## src/rtl/lag_meter.sv

```systemverilog
// Display input-lag meter: frame_start to debounced photo-sensor edge, in us.
// Optional LAG_METER_AVG_EN adds an 8-result moving average output (avg_us).
module lag_meter #(
    parameter int   TICKS_PER_US = 74,
    parameter int   CNT_W        = 20,
    parameter int   DEBOUNCE     = 8,
    parameter logic SENSOR_ACT   = 1'b1
) (
    input  logic             clock,
    input  logic             reset,
    input  logic             enable,
    input  logic             frame_start,
    input  logic             sensor,
    output logic             sensor_level,
    output logic             busy,
    output logic [CNT_W-1:0] lag_us,
    output logic             lag_valid,
`ifdef LAG_METER_AVG_EN
    output logic             lag_timeout,
    output logic [CNT_W-1:0] avg_us
`else
    output logic             lag_timeout
`endif
);

    localparam int PW = (TICKS_PER_US > 1) ? $clog2(TICKS_PER_US) : 1;
    localparam int DW = $clog2(DEBOUNCE + 1);

    typedef enum logic [1:0] {
        IDLE,
        ARMED,
        MEASURE,
        HOLD
    } state_t;

    state_t state;
    state_t state_next;

    logic          sync_a;
    logic          sync_b;
    logic          sample;
    logic [DW-1:0] deb_cnt;

    logic [PW-1:0]    pre;
    logic [CNT_W-1:0] us_cnt;
    logic [CNT_W-1:0] us_next;
    logic             pre_wrap;
    logic             us_max;

    logic start;
    logic hit;
    logic sat;

    // Two-flop synchroniser; resets to the dark level
    always_ff @(posedge clock or negedge reset) begin
        if (!reset) begin
            sync_a <= ~SENSOR_ACT;
            sync_b <= ~SENSOR_ACT;
        end else begin
            sync_a <= sensor;
            sync_b <= sync_a;
        end
    end

    assign sample = (sync_b == SENSOR_ACT);

    // Debounce: flip the level after DEBOUNCE consecutive differing samples
    always_ff @(posedge clock or negedge reset) begin
        if (!reset) begin
            deb_cnt      <= '0;
            sensor_level <= 1'b0;
        end else if (sample != sensor_level) begin
            if (deb_cnt == DW'(DEBOUNCE - 1)) begin
                sensor_level <= sample;
                deb_cnt      <= '0;
            end else begin
                deb_cnt <= deb_cnt + 1'b1;
            end
        end else begin
            deb_cnt <= '0;
        end
    end

    assign pre_wrap = (pre == PW'(TICKS_PER_US - 1));
    assign us_max   = (us_cnt == '1);
    assign us_next  = (pre_wrap && !us_max) ? us_cnt + 1'b1 : us_cnt;

    // Timebase: prescaler and saturating us counter, running only while measuring
    always_ff @(posedge clock or negedge reset) begin
        if (!reset) begin
            pre    <= '0;
            us_cnt <= '0;
        end else if (start) begin
            pre    <= '0;
            us_cnt <= '0;
        end else if (state == MEASURE) begin
            pre    <= pre_wrap ? '0 : pre + 1'b1;
            us_cnt <= us_next;
        end
    end

    // State register
    always_ff @(posedge clock or negedge reset) begin
        if (!reset) begin
            state <= IDLE;
        end else begin
            state <= state_next;
        end
    end

    // Next state and measurement events; enable low overrides everything
    always_comb begin
        state_next = state;
        start      = 1'b0;
        hit        = 1'b0;
        sat        = 1'b0;
        if (!enable) begin
            state_next = IDLE;
        end else begin
            unique case (state)
                IDLE: begin
                    state_next = ARMED;
                end
                ARMED: begin
                    if (frame_start && !sensor_level) begin
                        state_next = MEASURE;
                        start      = 1'b1;
                    end
                end
                MEASURE: begin
                    if (sensor_level) begin
                        hit        = 1'b1;
                        state_next = HOLD;
                    end else if (us_max) begin
                        sat        = 1'b1;
                        state_next = HOLD;
                    end
                end
                HOLD: begin
                    if (!sensor_level) begin
                        state_next = ARMED;
                    end
                end
                default: begin
                    state_next = IDLE;
                end
            endcase
        end
    end

    assign busy = (state == MEASURE);

    // Result register; the detection cycle itself is counted in the lag
    always_ff @(posedge clock or negedge reset) begin
        if (!reset) begin
            lag_us      <= '0;
            lag_valid   <= 1'b0;
            lag_timeout <= 1'b0;
        end else begin
            lag_valid   <= hit;
            lag_timeout <= sat;
            if (hit) begin
                lag_us <= us_next;
            end else if (sat) begin
                lag_us <= '1;
            end
        end
    end

`ifdef LAG_METER_AVG_EN
    logic [CNT_W-1:0] ring [8];
    logic [2:0]       ptr;
    logic [CNT_W+2:0] sum;

    // Ring of the last eight good results with a running sum
    always_ff @(posedge clock or negedge reset) begin
        if (!reset) begin
            for (int i = 0; i < 8; i++) begin
                ring[i] <= '0;
            end
            ptr <= '0;
            sum <= '0;
        end else if (lag_valid) begin
            ring[ptr] <= lag_us;
            ptr       <= ptr + 1'b1;
            sum       <= sum - {3'b000, ring[ptr]} + {3'b000, lag_us};
        end
    end

    assign avg_us = sum[CNT_W+2:3];
`endif

endmodule

```

## config.mk

```make
export PLATFORM = sky130hd
export DESIGN_NAME = lag_meter
export DESIGN_NICKNAME = d
export VERILOG_FILES = /design/src/rtl/lag_meter.sv
export SDC_FILE = /design/constraint.sdc
export NUM_CORES = 1
export LEC_CHECK = 0
export BUFFER_PORTS_ARGS = -buffer_cell sky130_fd_sc_hd__buf_2
export CAP_MARGIN = 10
export CORE_MARGIN = 5
export CORE_UTILIZATION = 35
export CTS_BUF_LIST = sky130_fd_sc_hd__clkbuf_8
export CTS_CLUSTER_DIAMETER = 80
export DETAILED_ROUTE_END_ITERATION = 8
export HOLD_SLACK_MARGIN = 0.12
export PLACE_DENSITY = 0.61
export SLEW_MARGIN = 20
export SYNTH_ARGS = -nofsm -noshare
export SYNTH_HDL_FRONTEND = slang
export SYNTH_SLANG_ARGS = --single-unit
export TNS_END_PERCENT = 1
```

## constraint.sdc

```tcl
create_clock -name clock -period 6.3 [get_ports clock]
set_input_delay 0 -clock clock [delete_from_list [all_inputs] [get_ports clock]]
set_output_delay 0 -clock clock [all_outputs]
set_load 0.01 [all_outputs]
```

### Word level (Yosys, flattened, before mapping)

Cells that the tools add are included.

| word-level totals | value |
|---|---|
| bits in registers | 58 |
| input bits | 5 |
| output and inout bits | 24 |
| logic and storage cells | 58 |

| operators by class | value |
|---|---|
| $add $sub $neg | 3 |
| equality and inequality tests | 10 |
| muxes and demuxes | 26 |
| reduce and logical (&&, ||, !) cells | 9 |

Operators with widths:

| kind | number |
|---|---|
| 2-to-1 mux 20 bit | 5 |
| 2-to-1 mux 7 bit | 3 |
| adder 20 x 1 -> 20 bit (second input constant) | 1 |
| equality test 20 bit (second input constant) | 1 |
| 2-to-1 mux 1 bit | 10 |
| 2-to-1 mux 2 bit | 5 |
| 2-to-1 mux 4 bit | 2 |
| case mux 2 bit (4 select lines) | 1 |
| adder 7 x 1 -> 7 bit (second input constant) | 1 |
| equality test 7 bit (second input constant) | 1 |
| inequality test 3 bit (second input constant) | 2 |
| adder 4 x 1 -> 4 bit (second input constant) | 1 |
| equality test 2 bit (second input constant) | 2 |
| equality test 4 x 3 -> 1 bit (second input constant) | 1 |
| inequality test 4 x 3 -> 1 bit (second input constant) | 1 |
| nonzero test 2 bit | 2 |
| AND reduction 3 bit | 1 |
| equality test 2 x 1 -> 1 bit (second input constant) | 1 |
| logical AND 1 bit | 2 |
| logical NOT 1 bit | 2 |
| logical NOT 2 bit | 1 |
| AND reduction 2 bit | 1 |
| inequality test 1 bit | 1 |

### Logic depth before layout (Yosys ltp)

Gate-level depths: netlist of run 1.

| depth | value |
|---|---|
| depth after elaboration | 7 |
| depth in mapped cells | 9 |

### Worst setup path before layout of run 1

OpenSTA, ideal clock, no wires.

| timing path | value |
|---|---|
| path kind | flip-flop to flip-flop |
| from | register pre[2] |
| to | register us_cnt[12] |
| library setup time | 0.066 ns |
| arrival | 2.018 ns |
| slack | 4.216 ns |
| stages on the path, launching flop included | 7 |
| buffers on the path | 1 |
| period minus slack after synthesis | 2.084 ns |
| path through | dfrtp_1 -> or4b_1 -> buf_2 -> nor4_4 -> nand3_2 -> or4_1 -> nand2_1 |

| on the way | value |
|---|---|
| cells in the longest elaborated chain, start to end | 5 |

RTL lines:

| item | RTL line | text |
|---|---|---|
| start, declared | 44 | `logic [PW-1:0] pre;` |
| start signal, assigned | 97 | `pre <= pre_wrap ? '0 : pre + 1'b1;` |
| equality test 7 bit | 84 | `assign pre_wrap = (pre == PW'(TICKS_PER_US - 1));` |
| logical AND 1 bit | 86 | `assign us_next = (pre_wrap && !us_max) ? us_cnt + 1'b1 : us_cnt;` |
| 2-to-1 mux 20 bit | 86 |  |
| 2-to-1 mux 20 bit | 96 | `end else if (state == MEASURE) begin` |
| 2-to-1 mux 20 bit | 93 | `end else if (start) begin` |
| end signal, assigned | 98 | `us_cnt <= us_next;` |
| end, declared | 45 | `logic [CNT_W-1:0] us_cnt;` |

Every way passes these cells. The select of a mux whose other input is x is not followed.
A chain may end at the register's enable or synchronous reset.

### Final worst setup path of run 1

| timing path | value |
|---|---|
| from | register state[0] |
| to | register us_cnt[6] |

| on the way | value |
|---|---|
| cells in the longest elaborated chain, start to end | 4 |
| elaborated cells between the ends (all ways) | 6 |
| classes of those cells | eq/ne (2); mux (3); reduce/logical (1) |

RTL lines:

| item | RTL line | text |
|---|---|---|
| start, declared | 36 | `state_t state;` |
| start signal, assigned | 107 | `state <= state_next;` |
| equality test 2 x 1 -> 1 bit | 120 | `unique case (state)` |
| 2-to-1 mux 1 bit | 120 |  |
| 2-to-1 mux 1 bit | 117 | `if (!enable) begin` |
| 2-to-1 mux 20 bit / nonzero test 2 bit (equally long branches) | - |  |

Several ways; a longest one is shown, not always the timed one.

==> out/results.ini, run 1 <==
[clock_network]
cts.repair_timing.setup_buffer_count = 0
cts_inserted_buffers = 9
htreeDepth = 3
clock-root-buffer = sky130_fd_sc_hd__clkbuf_8
ctsLongestPathBuffers = 2
clk_transition_reported_paths_ns = 0.07
clkSinkCount = 58
worstSkewPairLatency_ns = 0.34
tritoncts_clock_tree = yes

[global_route]
globalRouteOverflowTotal = 0
total_routing_usage_reported_by_global_routing = 0.135
grt_first_pass_wirelength_mm = 12.1
grt_pass1_vias = 2517
grt_antenna_before_repair = 0
largest_net_degree_at_the_start_of_global_routing = 59

[cells_and_area]
final_cell_count_no_fill = 464
syn2layout_area_growth_pct = 16.3
filler_cell_count = 856
final_util = 0.414
layout-drive-gt1-share = 0.157
antenna_cells = 0
layout.cells.most_common_list = 58 x sky130_fd_sc_hd__dfrtp_1, 44 x sky130_fd_sc_hd__nor2_1, 30 x sky130_fd_sc_hd__a21oi_1, 28 x sky130_fd_sc_hd__buf_2, 20 x sky130_fd_sc_hd__xor2_1
post_layout_nets = 364
design_area_sq_um = 3570
layout_commonest_cell = sky130_fd_sc_hd__dfrtp_1
multiInputGateArea_sq_um = 1530
area.sequential_sq_um = 1450

[die]
io_pins = 29
dieWidth_microns = 104
die_y_microns = 104
core_sq_um = 8640
std_cell_rows = 34
start_util = 0.356
fp.dieArea_sq_um = 10800

[hold_path]
min_path_type = in -> reg

[detailed_routing]
drt_pass1_iterations = 4
wire_per_inst_microns = 14.9
post_drt_via_cell_ratio = 5.42
routed-via-count = 2516
routed_wirelength_mm = 6.89
antenna_violating_nets_post_route = 0
route.detailed.drc = 0
initialDrtViolationCount = 128

[setup_path]
crit_path_start_kind = register
worstPathCellList = inv_1, ha_1, clkinv_1, a2111oi_0, xnor2_1, nor2_1
timing.critical_path.max_delay_family = adder cells
timing.critical_path.arrival_ns = 2.85
worstPathBufferInverterCount = 2
worstSetupPathType = reg -> reg
critPathRequiredTime_ns = 6.48
crit_path_max_fanout = 22
crit_end_category = register
critPathMaxStageDelay_ns = 0.71
critPathSlowestCell = sky130_fd_sc_hd__ha_1

[sta]
max_clock_freq_mhz = 374
timing.final.crit_period_ns = 2.67
timing_worst_slew_pin_value_ns = 1.00
timing.setup.tns_ns = 0
setup_viol_count_final = 0
grt_setup_unrepaired = no
slew-limit-headroom = 0.331
final_period_utilization = 0.424
layout_setup_ws_ns = 3.63
worst_hold_slack_ns = 0.299
skew_ns = 0.00949
timing.final.max_slew_violations = 0
hold_violations = 0

[flow_run]
max_cap_viol_count = 0

[power_and_ir_drop]
power.share.sequential = 0.440
switching_share = 0.353
clockPowerShare = 0.285
combPwrFrac = 0.276
power_per_cell_area_nw_per_um2 = 398
cellInternalPower_mw = 0.920
total_switching_power_mw = 0.502
power_leakage_nw = 1.55
total_power_mw = 1.42
worst_supply_voltage_drop_on_vdd_v = 0.0000993

[synthesis]
cell_types_with_the_largest_area_share_after_synthesis = sky130_fd_sc_hd__dfrtp_1 47%, sky130_fd_sc_hd__xor2_1 5.7%, sky130_fd_sc_hd__nor2_1 5.4%
syn_area_sq_um = 3070
synth_top_area_share = 0.472
postSynthCellCount = 322
yosysUniqueCellTypes = 49
synth_warnings = 0
synth-main-ff-cell = sky130_fd_sc_hd__dfrtp_1
synth_async_reset_ratio = 1.00
yosys_register_bits = 58
post_synth_net_total = 335
synth_enable_flop_cells = 0
synth_top_area_cell = sky130_fd_sc_hd__dfrtp_1
mean_instance_size_in_the_synthesized_netlist_sq_um = 9.54
sequential_area_share_after_synthesis = 0.472

[run_status]
status = finished, final reports clean

[placed_design]
place_congestion = 0.811
port_buffers = 28
pre_cts_slack_ns = 3.69
cell_area_after_placement_sq_um = 3300
placedCellCount = 444
dp_hpwl_mm = 4.68

layout make-up:
type                       instances  area share
timing repair buffer              34      0.0546
multi-input combinational        242       0.429
clock buffer                      12      0.0462
tap                              108      0.0378
inverter                           6     0.00630
clock inverter                     4      0.0203
sequential                        58       0.406
cells by family after synthesis:
logic type	after synthesis	synth area share
and+or+nand+nor	128	0.225
muxes	2	0.00651
AOI/OAI and AO/OA	72	0.143
adders and majority gates	8	0.0326
DFF	58	0.472
xor gates and xnor gates	32	0.0912
buffers and inverters	22	0.0293
what timing repair did:
action	CTS	global route
endpoints found under the hold margin	64	0
hold buffers	4	0
gates resized for setup	0	0
power groups by stage:
stage | registers [mW] | logic (mW) | clock network (mW)
2_1_floorplan | 0.632 | 0.248 | 0
3_3_place_gp | 0.627 | 0.386 | 0
3_5_place_dp | 0.630 | 0.395 | 0
4_1_cts | 0.625 | 0.399 | 0.414
5_1_grt | 0.647 | 0.446 | 0.430
6_report | 0.625 | 0.392 | 0.405
synth_stat cells, drive strengths merged (8+ instances only):
| cell | n |
|---|---|
| a21oi | 30 |
| dfrtp | 58 |
| xor2 | 20 |
| nor3 | 9 |
| nor2 | 45 |
| or3 | 10 |
| nand2 | 17 |
| o21ai | 15 |
| nand4 | 13 |
| nand3 | 13 |
| ha | 8 |
| clkbuf | 10 |
| xnor2 | 12 |
worst paths after layout:
check,cells after the start,startpoint,endpoint,slack (ns)
worst max-delay path,6,state[0],us_cnt[6],3.63
worst max register to register,6,state[0],us_cnt[6],3.63
max in group asynchronous,3,reset,us_cnt[8],5.47
worst min register to register,0,sync_a,sample,0.35
min in group asynchronous,3,reset,pre[4],0.34
worst min-delay path,2,sensor,sync_a,0.30
worst reg2reg max path, delay by kind of cell (launching register included):
kind,cells,cell delay (ns)
AO/OA/AOI/OAI,1,0.52
XOR/XNOR,1,0.18
AND/OR/NAND/NOR,1,0.06
flip-flops,1,0.43
buffers and inverters,2,0.63
adder cells (fa/ha/maj),1,0.71
registers in the layout (all words and copies together) (netlist names), 2 cells and up:
register	count
lag_us	20
us_cnt	20
pre	7
deb_cnt	4
state	2
routing by layer:
layer / up-vias / wire length (microns) / global-route usage / share of wire
li1: 1223 / - / - / -
met1: 1229 / 3160 / 0.169 / 0.46
met2: 50 / 3300 / 0.216 / 0.48
met3: 14 / 318 / 0.0392 / 0.046
met4: 0 / 113 / 0.0601 / 0.016
met5: - / 0 / 0 / 0
No activity file was read; power rests on OpenSTA's default activity.
==> inputs of run 2 (changes only) <==
PLACE_DENSITY = 0.63   (was 0.61)
clock period = 2.3 ns   (was 6.3 ns; I/O delays follow)
==> run 2 against run 1 <==
  * Combinational power grew to 2.9 times the previous value
  * Setup slack got worse by 3.5 ns
  * Cell area grew 2.6%
  * Largest power group unchanged
  * Critical path type unchanged
  * Total power rose to 2.7 times the previous value
  * Clock skew rose by 0.0023 ns
  * Utilization increased by 1.1 points
  * Global-route usage increased by 0.29 points
==> out/results.ini, run 2 (synthesis gave the netlist of run 1 again) <==
[cells_and_area]
layout.cells.most_common_list = 58 x sky130_fd_sc_hd__dfrtp_1, 43 x sky130_fd_sc_hd__nor2_1, 30 x sky130_fd_sc_hd__a21oi_1, 28 x sky130_fd_sc_hd__buf_2, 20 x sky130_fd_sc_hd__xor2_1
final_util = 0.424
layout_commonest_cell = sky130_fd_sc_hd__dfrtp_1
filler_cell_count = 846
syn2layout_area_growth_pct = 19.3
area.sequential_sq_um = 1450
final_cell_count_no_fill = 479
post_layout_nets = 380
multiInputGateArea_sq_um = 1540
top_regs = lag_us (20), us_cnt (20), pre (7)
design_area_sq_um = 3660
layout-drive-gt1-share = 0.194
antenna_cells = 0

[placed_design]
placedCellCount = 460
port_buffers = 28
place_congestion = 0.803
dp_hpwl_mm = 5.03
cell_area_after_placement_sq_um = 3430
pre_cts_slack_ns = 0.150

[die]
std_cell_rows = 34
core_sq_um = 8640
io_pins = 29
die_y_microns = 104
dieWidth_microns = 104
fp.dieArea_sq_um = 10800
start_util = 0.356

[sta]
timing.final.crit_period_ns = 2.12
timing_worst_slew_pin_value_ns = 0.643
hold_violations = 0
layout_setup_ws_ns = 0.176
slew-limit-headroom = 0.572
skew_ns = 0.0118
grt_setup_unrepaired = yes
max_clock_freq_mhz = 471
final_period_utilization = 0.923
setup_viol_count_final = 0
timing.final.max_slew_violations = 0

[global_route]
total_routing_usage_reported_by_global_routing = 0.138
globalRouteOverflowTotal = 0
largest_net_degree_at_the_start_of_global_routing = 34
grt_pass1_vias = 2624
grt_first_pass_wirelength_mm = 12.4
grt_antenna_before_repair = 0

[detailed_routing]
routed_wirelength_mm = 7.01
routed-via-count = 2550
antenna_violating_nets_post_route = 0
wire_per_inst_microns = 14.6
route.detailed.drc = 0
drt_pass1_iterations = 4
post_drt_via_cell_ratio = 5.32
initialDrtViolationCount = 111

[clock_network]
tritoncts_clock_tree = yes
clkSinkCount = 58
clk_transition_reported_paths_ns = 0.07
worstSkewPairLatency_ns = 0.35
cts_inserted_buffers = 9
htreeDepth = 3
cts.repair_timing.setup_buffer_count = 0
clock-root-buffer = sky130_fd_sc_hd__clkbuf_8
ctsLongestPathBuffers = 2

[setup_path]
crit_end_category = register
crit_path_max_fanout = 7
worstSetupPathType = reg -> reg
timing.critical_path.max_delay_family = simple AND/OR/NAND/NOR gates
critPathMaxStageDelay_ns = 0.62
worstPathBufferInverterCount = 0
crit_path_start_kind = register
worstRegToRegCells = 5
reg2reg_setup_slack_ns = 0.18
worst_r2r_src = pre[3]
critPathRequiredTime_ns = 2.57
critPathSlowestCell = sky130_fd_sc_hd__or4b_1
timing.rr.end = lag_us[9]
worstPathCellList = or4b_1, nor3_2, o21ai_0, or3_1, a31oi_1
timing.critical_path.arrival_ns = 2.39

[power_and_ir_drop]
power_leakage_nw = 1.61
power_per_cell_area_nw_per_um2 = 1030
worst_supply_voltage_drop_on_vdd_v = 0.000326
total_power_mw = 3.77

[flow_run]
max_cap_viol_count = 0

[run_status]
status = finished, final reports clean

[hold_path]
min_path_type = in -> async

-- run 2: per-stage QoR --
step                setup TNS, ns  hold slack (ns)
global route              -0.0503            0.267
CTS                             0            0.226
global placement                0           0.0673
finish                          0            0.211
floorplan                       0           -0.296
detailed placement              0           0.0683
-- run 2: cell type report --
cell class / count / area share
repair buffers: 50 / 0.0895
flip-flops and latches: 58 / 0.396
inverters: 6 / 0.00615
clock buffers: 10 / 0.0376
clock inverters: 5 / 0.0150
multi-input cells: 242 / 0.419
well taps: 108 / 0.0369
-- run 2: where the power goes --
part	leakage (nW)	total (mW)	switching [mW]	internal, mW
combinational	0.732	1.14	0.642	0.503
sequential	0.782	1.69	0.330	1.36
clock	0.0941	0.934	0.415	0.519
-- run 2: worst max-delay path by stage --
| stage | slack, ns | cells after the start | start | end |
|---|---|---|---|---|
| 2_1_floorplan | 0.22 | 6 | pre[2] | us_cnt[12] |
| 3_3_place_gp | 0.16 | 6 | pre[4] | us_cnt[6] |
| 3_5_place_dp | 0.15 | 6 | pre[2] | us_cnt[6] |
| 4_1_cts | 0.15 | 6 | pre[2] | us_cnt[6] |
| 5_1_grt | -0.03 | 5 | pre[5] | us_cnt[9] |
| 6_report | 0.18 | 5 | pre[3] | lag_us[9] |
-- run 2: routing by layer --
metal	track usage	wire length, microns	vias up
li1	-	-	1247
met1	0.168	3210	1249
met2	0.229	3410	37
met3	0.0367	209	17
met4	0.0611	181	0
met5	0	0	-
-- run 2: timing repair --
| action | CTS | global route |
|---|---|---|
| hold endpoints to repair | 31 | 0 |
| hold buffers | 4 | 0 |
| resized for setup | 0 | 2 |
| endpoints found under the setup margin | 0 | 5 |
